==> src/rtl/square_wave_meter_if.sv <==
// square_wave_meter_if: square-wave input, clear and measurement outputs of the meter
interface square_wave_meter_if #(
    parameter int CNT_W = 16
);
    logic             square_wave;
    logic             clr;
    logic [CNT_W-1:0] period;
    logic [CNT_W-1:0] high_time;
    logic             meas_valid;
    logic             no_signal;
    logic             level;

    modport master (
        output square_wave, clr,
        input  period, high_time, meas_valid, no_signal, level
    );

    modport slave (
        input  square_wave, clr,
        output period, high_time, meas_valid, no_signal, level
    );
endinterface

==> src/rtl/square_wave_meter.sv <==
// square_wave_meter: measures period/high time of a square wave; SQW_DEGLITCH_EN adds an input filter
module square_wave_meter #(
    parameter int CNT_W        = 16,
    parameter int TIMEOUT_CYC  = 50000,
    parameter int DEGLITCH_LEN = 3
) (
    input  logic               clk_100kHz,
    input  logic               rst,
    square_wave_meter_if.slave bus
);
    typedef enum logic {WAIT, MEASURE} state_t;

    localparam logic [CNT_W-1:0] TO = CNT_W'(TIMEOUT_CYC);

    if (64'(TIMEOUT_CYC) >= (64'd1 << CNT_W) || DEGLITCH_LEN < 1) begin : g_bad_cfg
        $error("square_wave_meter: TIMEOUT_CYC must fit in CNT_W and DEGLITCH_LEN must be >= 1");
    end

    state_t           state, state_n;
    logic [1:0]       sync;
    logic             level, prev, rise, fall;
    logic [CNT_W-1:0] cnt, cnt_n, hi_cap, hi_cap_n;
    logic [CNT_W-1:0] period, period_n, high_time, high_time_n;
    logic             meas_valid, meas_valid_n, no_signal, no_signal_n;

    // two-flop synchronizer plus previous level for edge detection
    always_ff @(posedge clk_100kHz or posedge rst)
        if (rst) begin
            sync <= '0;
            prev <= 1'b0;
        end else begin
            sync <= {sync[0], bus.square_wave};
            prev <= level;
        end

`ifdef SQW_DEGLITCH_EN
    localparam int DG_W = $clog2(DEGLITCH_LEN + 1);
    logic [DG_W-1:0] dg_cnt;
    logic            level_q;

    // level flips only after DEGLITCH_LEN consecutive samples that disagree with it
    always_ff @(posedge clk_100kHz or posedge rst)
        if (rst) begin
            dg_cnt  <= '0;
            level_q <= 1'b0;
        end else if (sync[1] == level_q) begin
            dg_cnt <= '0;
        end else if (dg_cnt == DG_W'(DEGLITCH_LEN - 1)) begin
            dg_cnt  <= '0;
            level_q <= sync[1];
        end else begin
            dg_cnt <= dg_cnt + DG_W'(1);
        end

    assign level = level_q;
`else
    assign level = sync[1];
`endif

    assign rise = level & ~prev;
    assign fall = ~level & prev;

    // measurement FSM: clear/timeout abandon the measurement, rises close a period
    always_comb begin
        state_n      = state;
        cnt_n        = cnt;
        hi_cap_n     = hi_cap;
        period_n     = period;
        high_time_n  = high_time;
        meas_valid_n = 1'b0;
        no_signal_n  = no_signal;
        if (bus.clr || (state == MEASURE && !rise && cnt == TO)) begin
            state_n     = WAIT;
            cnt_n       = '0;
            period_n    = '0;
            high_time_n = '0;
            no_signal_n = 1'b1;
        end else if (state == WAIT) begin
            if (rise) begin
                cnt_n   = CNT_W'(1);
                state_n = MEASURE;
            end
        end else begin
            cnt_n = rise ? CNT_W'(1) : cnt + CNT_W'(1);
            if (fall)
                hi_cap_n = cnt;
            if (rise) begin
                period_n     = cnt;
                high_time_n  = hi_cap;
                meas_valid_n = 1'b1;
                no_signal_n  = 1'b0;
            end
        end
    end

    // state and measurement registers
    always_ff @(posedge clk_100kHz or posedge rst)
        if (rst) begin
            state      <= WAIT;
            cnt        <= '0;
            hi_cap     <= '0;
            period     <= '0;
            high_time  <= '0;
            meas_valid <= 1'b0;
            no_signal  <= 1'b1;
        end else begin
            state      <= state_n;
            cnt        <= cnt_n;
            hi_cap     <= hi_cap_n;
            period     <= period_n;
            high_time  <= high_time_n;
            meas_valid <= meas_valid_n;
            no_signal  <= no_signal_n;
        end

    assign bus.period     = period;
    assign bus.high_time  = high_time;
    assign bus.meas_valid = meas_valid;
    assign bus.no_signal  = no_signal;
    assign bus.level      = level;
endmodule

==> src/flat_wrapper.sv <==
// flat-port wrapper written by rule: the top's interface ports become plain ports
module square_wave_meter_flat 
#(
    parameter int CNT_W        = 16,
    parameter int TIMEOUT_CYC  = 50000,
    parameter int DEGLITCH_LEN = 3
)
  (clk_100kHz, rst, bus_square_wave, bus_clr, bus_period, bus_high_time, bus_meas_valid, bus_no_signal, bus_level);
  square_wave_meter_if #(.CNT_W(CNT_W)) bus_i ();
  input  logic clk_100kHz;
  input  logic rst;
  input wire logic [$bits(bus_i.square_wave)-1:0] bus_square_wave;
  input wire logic [$bits(bus_i.clr)-1:0] bus_clr;
  output wire logic [$bits(bus_i.period)-1:0] bus_period;
  output wire logic [$bits(bus_i.high_time)-1:0] bus_high_time;
  output wire logic [$bits(bus_i.meas_valid)-1:0] bus_meas_valid;
  output wire logic [$bits(bus_i.no_signal)-1:0] bus_no_signal;
  output wire logic [$bits(bus_i.level)-1:0] bus_level;
  assign bus_i.square_wave = bus_square_wave;
  assign bus_i.clr = bus_clr;
  assign bus_period = bus_i.period;
  assign bus_high_time = bus_i.high_time;
  assign bus_meas_valid = bus_i.meas_valid;
  assign bus_no_signal = bus_i.no_signal;
  assign bus_level = bus_i.level;
  square_wave_meter #(.CNT_W(CNT_W), .TIMEOUT_CYC(TIMEOUT_CYC), .DEGLITCH_LEN(DEGLITCH_LEN)) u_core (.clk_100kHz(clk_100kHz), .rst(rst), .bus(bus_i));
endmodule
==> config.mk <==
export PLATFORM = sky130hd
export DESIGN_NAME = square_wave_meter_flat
export DESIGN_NICKNAME = d
export VERILOG_FILES = /design/src/rtl/square_wave_meter_if.sv /design/src/rtl/square_wave_meter.sv /design/src/flat_wrapper.sv
export SDC_FILE = /design/constraint.sdc
export NUM_CORES = 1
export LEC_CHECK = 0
export CORE_MARGIN = 2
export CORE_UTILIZATION = 39
export DETAILED_ROUTE_END_ITERATION = 8
export RECOVER_POWER = 50
export SLEW_MARGIN = 0
export SYNTH_ARGS = -nofsm -noshare
export SYNTH_HDL_FRONTEND = slang
export SYNTH_SLANG_ARGS = --single-unit
==> constraint.sdc <==
create_clock -name clk_100kHz -period 2.7 [get_ports clk_100kHz]
set_input_delay 0.405 -clock clk_100kHz [delete_from_list [all_inputs] [get_ports clk_100kHz]]
set_output_delay 0.405 -clock clk_100kHz [all_outputs]
set_load 0.005 [all_outputs]
== Word-level counts from Yosys, hierarchy flattened ==
Cells that the tools add are included.
Operators by class
  $add $sub $neg: 1
  equal/unequal tests: 1
  muxes and demuxes: 18
  bitwise gates (word level): 5
  reductions and logical operators: 9
Operators with widths (count)
  2-to-1 mux 16 bit: 10
  adder 16 x 1 -> 16 bit, second input constant: 1
  == test 16 bit, second input constant: 1
  2-to-1 mux 1 bit: 8
  nonzero test 2 bit: 2
  NOT 1 bit: 3
  AND reduction 3 bit: 1
  nonzero test 3 bit: 1
  bitwise AND 1 bit: 2
  logical AND 1 bit: 2
  AND reduction 2 bit: 1
  zero test 1 bit: 1
  logical OR 1 bit: 1
Storage, ports and cells
  flip-flop bits (word level): 70
  input bits: 4
  output and inout bits: 35
  word-level logic and storage cells: 43

== Depth between registers and ports, before layout ==
Gate-level depths: netlist of run 1.
  word-level depth: 8
  gate-level depth with buffers: 7
  gate-level depth less buffers: 6

== Least setup slack after synthesis of run 1 ==
Ideal clock, no wire load.
  path kind: flip-flop to flip-flop
  start point: register u_core.cnt[0]
  end point: register u_core.hi_cap[0]
  library setup time: 0.125 ns
  arrival time: 1.937 ns
  data required time: 2.575 ns
  slack: 0.638 ns
  cell stages (with the launch flop): 8
  buffers on the path: 1
  period minus slack after synthesis: 2.062 ns
  cells stage by stage: dfrtp_1 > inv_1 > ha_1 > and4b_1 > nand3_1 > o41ai_4 > buf_6 > mux2_4
Between the ends
  cells in the longest elaborated chain, start to end: 5
Ends and longest elaborated chain
  start, declared: line square_wave_meter.sv:22  | logic [CNT_W-1:0] cnt, cnt_n, hi_cap, hi_cap_n;
  start signal, assigned: line square_wave_meter.sv:108  | cnt <= cnt_n;
  == test 16 bit: line square_wave_meter.sv:72  | if (bus.clr || (state == MEASURE && !rise && cnt == TO)) begin
  logical AND 1 bit: line square_wave_meter.sv:72
  logical OR 1 bit: line square_wave_meter.sv:72
  NOT 1 bit (no line)
  AND reduction 3 bit (no line)
  end signal, assigned: line square_wave_meter.sv:109  | hi_cap <= hi_cap_n;
  end, declared: line square_wave_meter.sv:22
Parallel ways exist; a longest one is shown, timed or not.
A chain may end at the register's enable or synchronous reset.

== Final worst setup path of run 1 ==
  start point: register u_core.cnt[0]
  end point: register u_core.hi_cap[15]
Between the ends
  cells in the longest elaborated chain, start to end: 5
Ends and longest elaborated chain (line)
  == test 16 bit: square_wave_meter.sv:72
  logical AND 1 bit: square_wave_meter.sv:72
  logical OR 1 bit: square_wave_meter.sv:72
  NOT 1 bit (no line)
  AND reduction 3 bit (no line)
Every way passes these cells.

==> run metrics, run 1 <==
status=finished, final reports clean; die footprint=8600 um^2; fmax=approximately 0.5 GHz; VDD IR max=0.242 mV; Cell Pwr Density=roughly 570 nW/um^2; post-cts resize count=0; fin nets=around 350; Pwr Total=about 0.0022 W; final hold violations=0; WP data required=2940 ps; Fill cells=750; Final Instance Count excl. Fillers=450; Clock Sinks=70; vias in the first global route=around 2300; Pleak=1.67 nW; global-route wire length before repair=11.7 mm; IO Port Bufs=38; Core Region=7690 um^2; # setup viols final=0; Setup TNS=0 ps; layout cells sized above 1=0.155; grt ovf=0; routability cong.=0.790; Mapped Nets=around 300; Arr. time, crit path=roughly 2300 ps; CP cell instances=inv_1, ha_1, and4b_1, nand3_1, o41ai_4, buf_4, mux2_4; DIE HEIGHT=92.7 um; WL per Instance=about 15 um; worst-margin pin slew=807 ps; TritonCTS Buffers=9; CP endpoint kind=register; Worst-path clk slew=80 ps; Mapped Cells=297; CTS root buf=clkbuf_8; Hold Crit Class=register to register; num rows=32; H-tree depth=3; #FFs+latches synth=70; drc violations=0; largest net degree at the start of global routing=37; commonest cells after routing, fill and taps aside=nand2_1 (71), dfrtp_1 (69), a21oi_1 (42); CTS max path bufs=2; CTS Hold Buffers Added=0; worst slack at placement=33.8 ps; vias per cell=5.05; Placed Cells=432; area growth from synthesis to layout=25.8%; register area=approximately 1800 um^2; part of the cycle the worst path needs=0.745; area occupied by multi-input gates=1190 um^2; Startpoint Class=register; Initial Utilization=0.399; Slew headroom=0.462; drt initial violations=140; Die W=92.7 um; Inserted Diodes=0; Critical-path top delay cell=dfrtp_1; RSZ-0062 raised after global routing=false; max-cap viol count=0; most common cell after layout, fill and taps aside=nand2_1; mapped cell area=3070 um^2; Slew Viols, Final=0; later-pin clock latency in the skew report=350 ps; final core utilization=0.502; worst setup path category=register to register; overall routing resource usage=0.176; Routed WL=6.64 mm; vias post-DR=2274; Seq/Total Area, Yosys=0.571; crit path max fanout=6; CP max stage delay=440 ps; initial antenna violation count=0; CTS tree=yes; YS warnings=0; minimum clock period=2010 ps; I/O pin count=39; synth unique cells=36; final worst-path setup slack=688 ps; synthesized area per cell=slightly above 10 um^2; Detail Placement HPWL=4.40 mm; first drt pass iteration count=4; Final Skew=7.49 ps; DRT antenna net count=0
-- where the power goes --
group	internal (W)	total, W	switching (W)
Clock	0.000618	0.00103	0.000414
Combinational	0.0000267	0.0000856	0.0000589
Sequential	0.00106	0.00107	0.00000829
-- state kept, by name, indices dropped and copies added (netlist names) --
register               flops
u_core.bus.high_time      16
u_core.bus.period         16
u_core.cnt                16
u_core.hi_cap             16
u_core.sync                2
u_core.bus.meas_valid      1
u_core.bus.no_signal       1
u_core.prev                1
u_core.state               1
-- layer usage --
layer	track usage	wire [um]
met5	0	0
met4	0.0625	79
met3	0.0439	249
met2	0.255	2970
met1	0.256	3340
-- synthesized netlist by cell type --
library cell / n / area share
a21oi_1: 42 / 0.068
nand2_1: 71 / 0.087
buf_6: 3 / 0.011
or4_1: 4 / 0.0098
dfstp_2: 1 / 0.0086
mux2_2: 6 / 0.022
nand3_1: 4 / 0.0065
or3_1: 6 / 0.012
nand2b_1: 1 / 0.0020
nor4b_1: 2 / 0.0057
o2111ai_1: 1 / 0.0029
o41ai_1: 1 / 0.0029
a21o_1: 3 / 0.0073
buf_2: 2 / 0.0033
a22o_1: 3 / 0.0086
dfrtp_1: 69 / 0.56
ha_1: 2 / 0.0082
mux2_4: 7 / 0.034
and2_1: 3 / 0.0061
and4bb_2: 1 / 0.0041
a211oi_1: 2 / 0.0049
o21bai_2: 1 / 0.0037
and4_1: 1 / 0.0029
xnor2_1: 3 / 0.0086
buf_4: 1 / 0.0024
o31ai_1: 3 / 0.0073
clkbuf_1: 16 / 0.020
nand4_1: 8 / 0.016
o41ai_4: 1 / 0.0090
nor2_1: 11 / 0.013
inv_1: 4 / 0.0049
nor2b_1: 1 / 0.0020
and4b_1: 1 / 0.0033
xor2_1: 2 / 0.0057
nor4b_2: 2 / 0.0098
o21ai_0: 8 / 0.013
-- per-stage QoR --
step	area, um^2	hold slack (ps)
CTS	3850	307
global placement	3610	336
floorplan	3070	331
detailed placement	3610	339
global route	3860	358
finish	3860	353
-- cells by family after synthesis --
kind of cell	synth area share
AND/OR/NAND/NOR	0.181
flip-flops	0.571
AO/OA/AOI/OAI	0.128
buffers and inverters	0.0412
multiplexers	0.0563
XOR/XNOR	0.0143
adder cells (fa/ha/maj)	0.00815
-- timing repair --
item / in CTS / in global routing
setup buffers: 0 / 2
endpoints found under the setup margin: 0 / 13
hold endpoints to repair: 0 / 0
-- worst paths after layout --
path	startpoint	end	slack [ps]	cells after the start
max	u_core.cnt[0]$_DFFE_PP0P_	u_core.hi_cap[15]$_DFFE_PP0P_	690	7
max in group asynchronous	rst	u_core.cnt[10]$_DFFE_PP0P_	1050	3
min in group asynchronous	rst	u_core.bus.high_time[2]$_DFFE_PP0P_	500	2
min reg2reg	u_core.sync[0]$_DFF_PP0_	u_core.sync[1]$_DFF_PP0_	350	0
max reg2reg	u_core.cnt[0]$_DFFE_PP0P_	u_core.hi_cap[15]$_DFFE_PP0P_	690	7
min	u_core.sync[0]$_DFF_PP0_	u_core.sync[1]$_DFF_PP0_	350	0
-- critical path: cells and delay by family (launching register included) --
| kind | cells | cell delay [ps] |
|---|---|---|
| flip-flops | 1 | 440 |
| buffers and inverters | 2 | 370 |
| AND/OR/NAND/NOR | 2 | 310 |
| AO/OA/AOI/OAI | 1 | 310 |
| multiplexers | 1 | 310 |
| adder cells (fa/ha/maj) | 1 | 170 |
-- final cells by class --
| type | instances | area share |
|---|---|---|
| timing repair buffer | 57 | 0.137 |
| clock inverter | 7 | 0.0314 |
| sequential | 70 | 0.454 |
| inverter | 4 | 0.00389 |
| multi-input combinational | 201 | 0.308 |
| tap | 102 | 0.0331 |
| clock buffer | 9 | 0.0321 |
(Power assumes the default switching activity.)
==> run 2: changes to the inputs <==
==> constraint.sdc (replaced) <==
create_clock -name clk_100kHz -period 1.65 [get_ports clk_100kHz]
set_input_delay 0.2475 -clock clk_100kHz [delete_from_list [all_inputs] [get_ports clk_100kHz]]
set_output_delay 0.2475 -clock clk_100kHz [all_outputs]
set_load 0.005 [all_outputs]
==> run metrics, run 2 (synthesized netlist as in run 1, its figures left out) <==
status=complete, but fails checks; failing checks=negative setup slack; Core Region=7690 um^2; CP max stage delay=410 ps; Pwr Total=0.00374 W; area occupied by multi-input gates=approximately 1500 um^2; H-tree depth=3; later-pin clock latency in the skew report=360 ps; num rows=32; Inserted Diodes=0; r2r worst-path depth=8; RSZ-0062 raised after global routing=true; worst reg2reg endpoint=u_core.hi_cap[14]$_DFFE_PP0P_; Final Skew=8.92 ps; CTS root buf=clkbuf_8; Hold Crit Class=register to register; VDD IR max=0.525 mV; layout cells sized above 1=0.423; TritonCTS Buffers=9; Cell Pwr Density=785 nW/um^2; internal power=0.00290 W; Area after DPL=3940 um^2; switching share of power=0.224; overall routing resource usage=0.217; commonest cells after routing, fill and taps aside=nand2_1 (71), dfrtp_1 (68), buf_4 (47); CP cell instances=inv_2, ha_4, and4b_1, nand3_2, o41ai_4, buf_4, buf_12, mux2_2; fin nets=about 400; die footprint=8600 um^2; area growth from synthesis to layout=55.2%; final hold violations=0; minimum clock period=1970 ps; Startpoint Class=register; Setup TNS=-10970 ps; Fill cells=637; Logic pwr share=0.075; WHS Endpoint=u_core.sync[1]$_DFF_PP0_; worst setup path category=register to register; crit-path leading delay family=buffers and inverters; register area=1750 um^2; vias in the first global route=2779; # setup viols final=66; CTS tree=yes; Arr. time, crit path=2210 ps; Routed WL=8.74 mm; vias post-DR=2674; IO Port Bufs=38; Detail Placement HPWL=4.95 mm; Pleak=1.95 nW; Placed Cells=between 400 and 500; I/O pin count=39; sequential share of power=0.466; drc violations=0; max-cap viol count=0; routability cong.=roughly 0.81; Die W=92.7 um; CTS max path bufs=2; part of the cycle the worst path needs=1.19; worst-margin pin slew=~950 ps; Clock Sinks=70; fmax=0.508 GHz; grt ovf=0; WP data required=1890 ps; Initial Utilization=0.399; CP endpoint kind=register; Net Switching=0.000838 W; Critical-path top delay cell=dfrtp_1; most common cell after layout, fill and taps aside=nand2_1; Clock Power Share=0.460; Worst-path clk slew=80 ps; WL per Instance=17.4 um; vias per cell=5.33; Final Cell Area=between 4000 and 5000 um^2; CTS Hold Buffers Added=0; DRT antenna net count=0; crit path max fanout=8; initial antenna violation count=0; largest net degree at the start of global routing=slightly above 70; Final Instance Count excl. Fillers=~500; DIE HEIGHT=92.7 um; drt initial violations=roughly 120; FF-to-FF setup slack=-320 ps; number of buffer and inverter stages on the critical path=3; global-route wire length before repair=14.0 mm; worst flop-to-flop path startpoint=u_core.cnt[1]$_DFFE_PP0P_; worst hold path stage count=0; first drt pass iteration count=4; Slew headroom=0.367; final worst-path setup slack=-317 ps; hold wc startpoint=u_core.sync[0]$_DFF_PP0_; Slew Viols, Final=0
run 2: metal layers:
layer | vias up | global-route usage | wire [um]
met5 | - | 0 | 0
met4 | 0 | 0.0821 | 223
met3 | 20 | 0.0570 | 313
met1 | 1370 | 0.277 | 3850
li1 | 1224 | - | -
met2 | 60 | 0.355 | 4350
run 2: how the worst max path moves through the flow:
| stage | start | end | slack [ps] | cells past startpoint |
|---|---|---|---|---|
| after floorplan | u_core.cnt[0]$_DFFE_PP0P_ | u_core.hi_cap[0]$_DFFE_PP0P_ | -310 | 7 |
| after global placement | u_core.cnt[7]$_DFFE_PP0P_ | u_core.state$_DFF_PP0_ | -210 | 6 |
| after detailed placement | u_core.cnt[7]$_DFFE_PP0P_ | u_core.bus.high_time[14]$_DFFE_PP0P_ | -220 | 6 |
| after CTS | u_core.cnt[1]$_DFFE_PP0P_ | u_core.hi_cap[8]$_DFFE_PP0P_ | -240 | 7 |
| after global routing | u_core.cnt[1]$_DFFE_PP0P_ | u_core.hi_cap[10]$_DFFE_PP0P_ | -350 | 8 |
| final | u_core.cnt[1]$_DFFE_PP0P_ | u_core.hi_cap[14]$_DFFE_PP0P_ | -320 | 8 |
run 2: timing repair:
item	in CTS	in global routing
cloned	3	1
pin swaps	17	4
hold endpoints to repair	0	0
gates resized for setup	72	23
setup buffers	11	4
endpoints found under the setup margin	64	68
run 2: power groups by stage:
stage / logic (W) / registers (W) / clock network (W)
after CTS: 0.000265 / 0.00174 / 0.00174
final: 0.000279 / 0.00174 / 0.00172
after global placement: 0.000187 / 0.00177 / 0
after floorplan: 0.000103 / 0.00178 / 0
after detailed placement: 0.000188 / 0.00178 / 0
after global routing: 0.000301 / 0.00174 / 0.00183
run 2: metrics by stage:
step           hold slack [ps]  worst slack (ps)   util
3_5_place_dp               352              -218  0.513
2_1_floorplan              279              -308      -
4_1_cts                    319              -240  0.606
5_1_grt                    369              -349  0.620
3_3_place_gp               334              -214  0.513
6_report                   363              -317  0.620
run 2: final cells by class:
| class | instances | area share |
|---|---|---|
| clock buffers | 11 | 0.0297 |
| clock inverters | 5 | 0.0223 |
| inverters | 4 | 0.00394 |
| multi-input cells | 201 | 0.318 |
| flip-flops and latches | 70 | 0.368 |
| well taps | 102 | 0.0268 |
| repair buffers | 109 | 0.231 |
run 2: worst reg2reg max path, cell delays in order, from the launching register on:
cell,delay [ps]
dfrtp_1,410
inv_2,100
ha_4,130
and4b_1,220
nand3_2,100
o41ai_4,220
buf_4,200
buf_12,140
mux2_2,330
==> run 3: changes to the inputs <==
--- a/config.mk
+++ b/config.mk
@@ -5,9 +5,9 @@
 export SDC_FILE = /design/constraint.sdc
 export NUM_CORES = 1
 export LEC_CHECK = 0
-export CORE_MARGIN = 2
 export CORE_UTILIZATION = 39
 export DETAILED_ROUTE_END_ITERATION = 8
+export GPL_TIMING_DRIVEN = 0
 export RECOVER_POWER = 50
 export SLEW_MARGIN = 0
 export SYNTH_ARGS = -nofsm -noshare
==> constraint.sdc (replaced) <==
create_clock -name clk_100kHz -period 1.65 [get_ports clk_100kHz]
set_input_delay 0.2475 -clock clk_100kHz [delete_from_list [all_inputs] [get_ports clk_100kHz]]
set_output_delay 0.2475 -clock clk_100kHz [all_outputs]
set_load 0.01 [all_outputs]
==> run metrics, run 3 (synthesized netlist as in run 1, its figures left out) <==
status=complete, but fails checks; failing checks=negative setup slack; minimum clock period=approximately 1900 ps; routability cong.=0.813; fmax=~0.52 GHz; first drt pass iteration count=5; VDD IR max=0.526 mV; Detail Placement HPWL=4.71 mm; area growth from synthesis to layout=46.1%; worst setup path category=register to register; WHS=about 350 ps; Fill cells=631; Hold Crit Class=register to register; Final Instance Count excl. Fillers=477; CTS tree=yes; commonest cells after routing, fill and taps aside=nand2_1 (71), dfrtp_1 (61), a21oi_2 (35), clkdlybuf4s50_1 (35), buf_4 (20); Arr. time, crit path=2170 ps; CP cell instances=buf_6, nor4b_4, nand3_2, o41ai_4, buf_4, mux2_4; global-route wire length before repair=12.4 mm; CTS root buf=clkbuf_8; part of the cycle the worst path needs=1.16; TritonCTS Buffers=9; Critical-path top delay cell=dfrtp_1; Inserted Diodes=0; CTS max path bufs=2; WP data required=1900 ps; drc violations=0; Slew Viols, Final=0; CP endpoint kind=register; DRT antenna net count=0; vias in the first global route=2340; layout cells sized above 1=0.386; Slew headroom=0.489; H-tree depth=3; I/O pin count=39; die footprint=roughly 8200 um^2; overall routing resource usage=0.197; Initial Utilization=0.412; # setup viols final=67; DIE HEIGHT=90.7 um; max-cap viol count=0; CTS Hold Buffers Added=0; Placed Cells=435; most common cell after layout, fill and taps aside=nand2_1; IO Port Bufs=38; num rows=31; Worst-path clk slew=80 ps; Startpoint Class=register; Cell Pwr Density=~800 nW/um^2; Setup TNS=-8090 ps; crit path max fanout=7; final core utilization=0.602; Clock Sinks=70; final worst-path setup slack=-270 ps; grt ovf=0; CP max stage delay=380 ps; Routed WL=7.89 mm; Final Skew=6.12 ps; vias per cell=between 5 and 6; worst slack at placement=-546 ps; later-pin clock latency in the skew report=360 ps; Die W=90.7 um; initial antenna violation count=0; fin nets=379; Pleak=about 1.8 nW; number of buffer and inverter stages on the critical path=2; Core Region=7450 um^2; crit-path leading delay family=simple AND/OR/NAND/NOR gates; worst-margin pin slew=765 ps; final hold violations=0; RSZ-0062 raised after global routing=true; largest net degree at the start of global routing=38; WL per Instance=16.5 um; vias post-DR=2522; drt initial violations=118
## run 3: cell count changes in the layout (fill, tap and decap cells not counted), moves of 4 or more
cell,before,now
a21oi_4,4,0
buf_8,2,6
dfrtp_1,68,61
mux2_2,4,0
dfrtp_2,1,8
mux2_4,9,13
a21oi_1,1,7
clkbuf_2,0,6
buf_4,47,20
buf_12,6,1
## run 3: worst paths after layout
kind	start	endpoint	slack, ps	depth (start not counted)
max	u_core.cnt[3]$_DFFE_PP0P_	u_core.hi_cap[0]$_DFFE_PP0P_	-270	6
min	u_core.sync[0]$_DFF_PP0_	u_core.sync[1]$_DFF_PP0_	350	0
max reg2reg	u_core.cnt[3]$_DFFE_PP0P_	u_core.hi_cap[0]$_DFFE_PP0P_	-270	6
min reg2reg	u_core.sync[0]$_DFF_PP0_	u_core.sync[1]$_DFF_PP0_	350	0
max in group asynchronous	rst	u_core.cnt[4]$_DFFE_PP0P_	150	3
min in group asynchronous	rst	u_core.bus.period[13]$_DFFE_PP0P_	500	2
## run 3: where the power goes
part / internal [W] / total (W) / leakage, nW / switching (W)
clock network: 0.000933 / 0.00161 / 0.116 / 0.000676
logic: 0.000100 / 0.000240 / 0.739 / 0.000140
registers: 0.00173 / 0.00174 / 0.952 / 0.0000116
## run 3: layer usage
layer	track usage	part of all wire
met1	0.272	0.47
met4	0.0860	0.017
met5	0	0
met3	0.0362	0.036
met2	0.302	0.48
## run 3: area by class of cell
| type | count | area, um^2 | area share |
|---|---|---|---|
| Multi-Input combinational cell | 201 | 1480 | 0.330 |
| Inverter | 4 | 18.8 | 0.00419 |
| Tap cell | 99 | 124 | 0.0276 |
| Clock inverter | 5 | 81.3 | 0.0181 |
| Sequential cell | 70 | 1760 | 0.393 |
| Buffer | 18 | 178 | 0.0396 |
| Timing Repair Buffer | 69 | 691 | 0.154 |
| Clock buffer | 11 | 151 | 0.0338 |
## run 3: repair_timing
item	CTS	global route
resized for setup	42	75
setup buffers	17	8
cloned	4	2
setup endpoints to repair	68	67
pin swaps	10	11
## run 3: per-stage QoR
stage / total power (W) / instance area, um^2
after floorplan: 0.00188 / 3120
after global placement: 0.00193 / 3620
after detailed placement: 0.00194 / 3640
after CTS: 0.00357 / 4170
after global routing: 0.00370 / 4480
final: 0.00359 / 4480
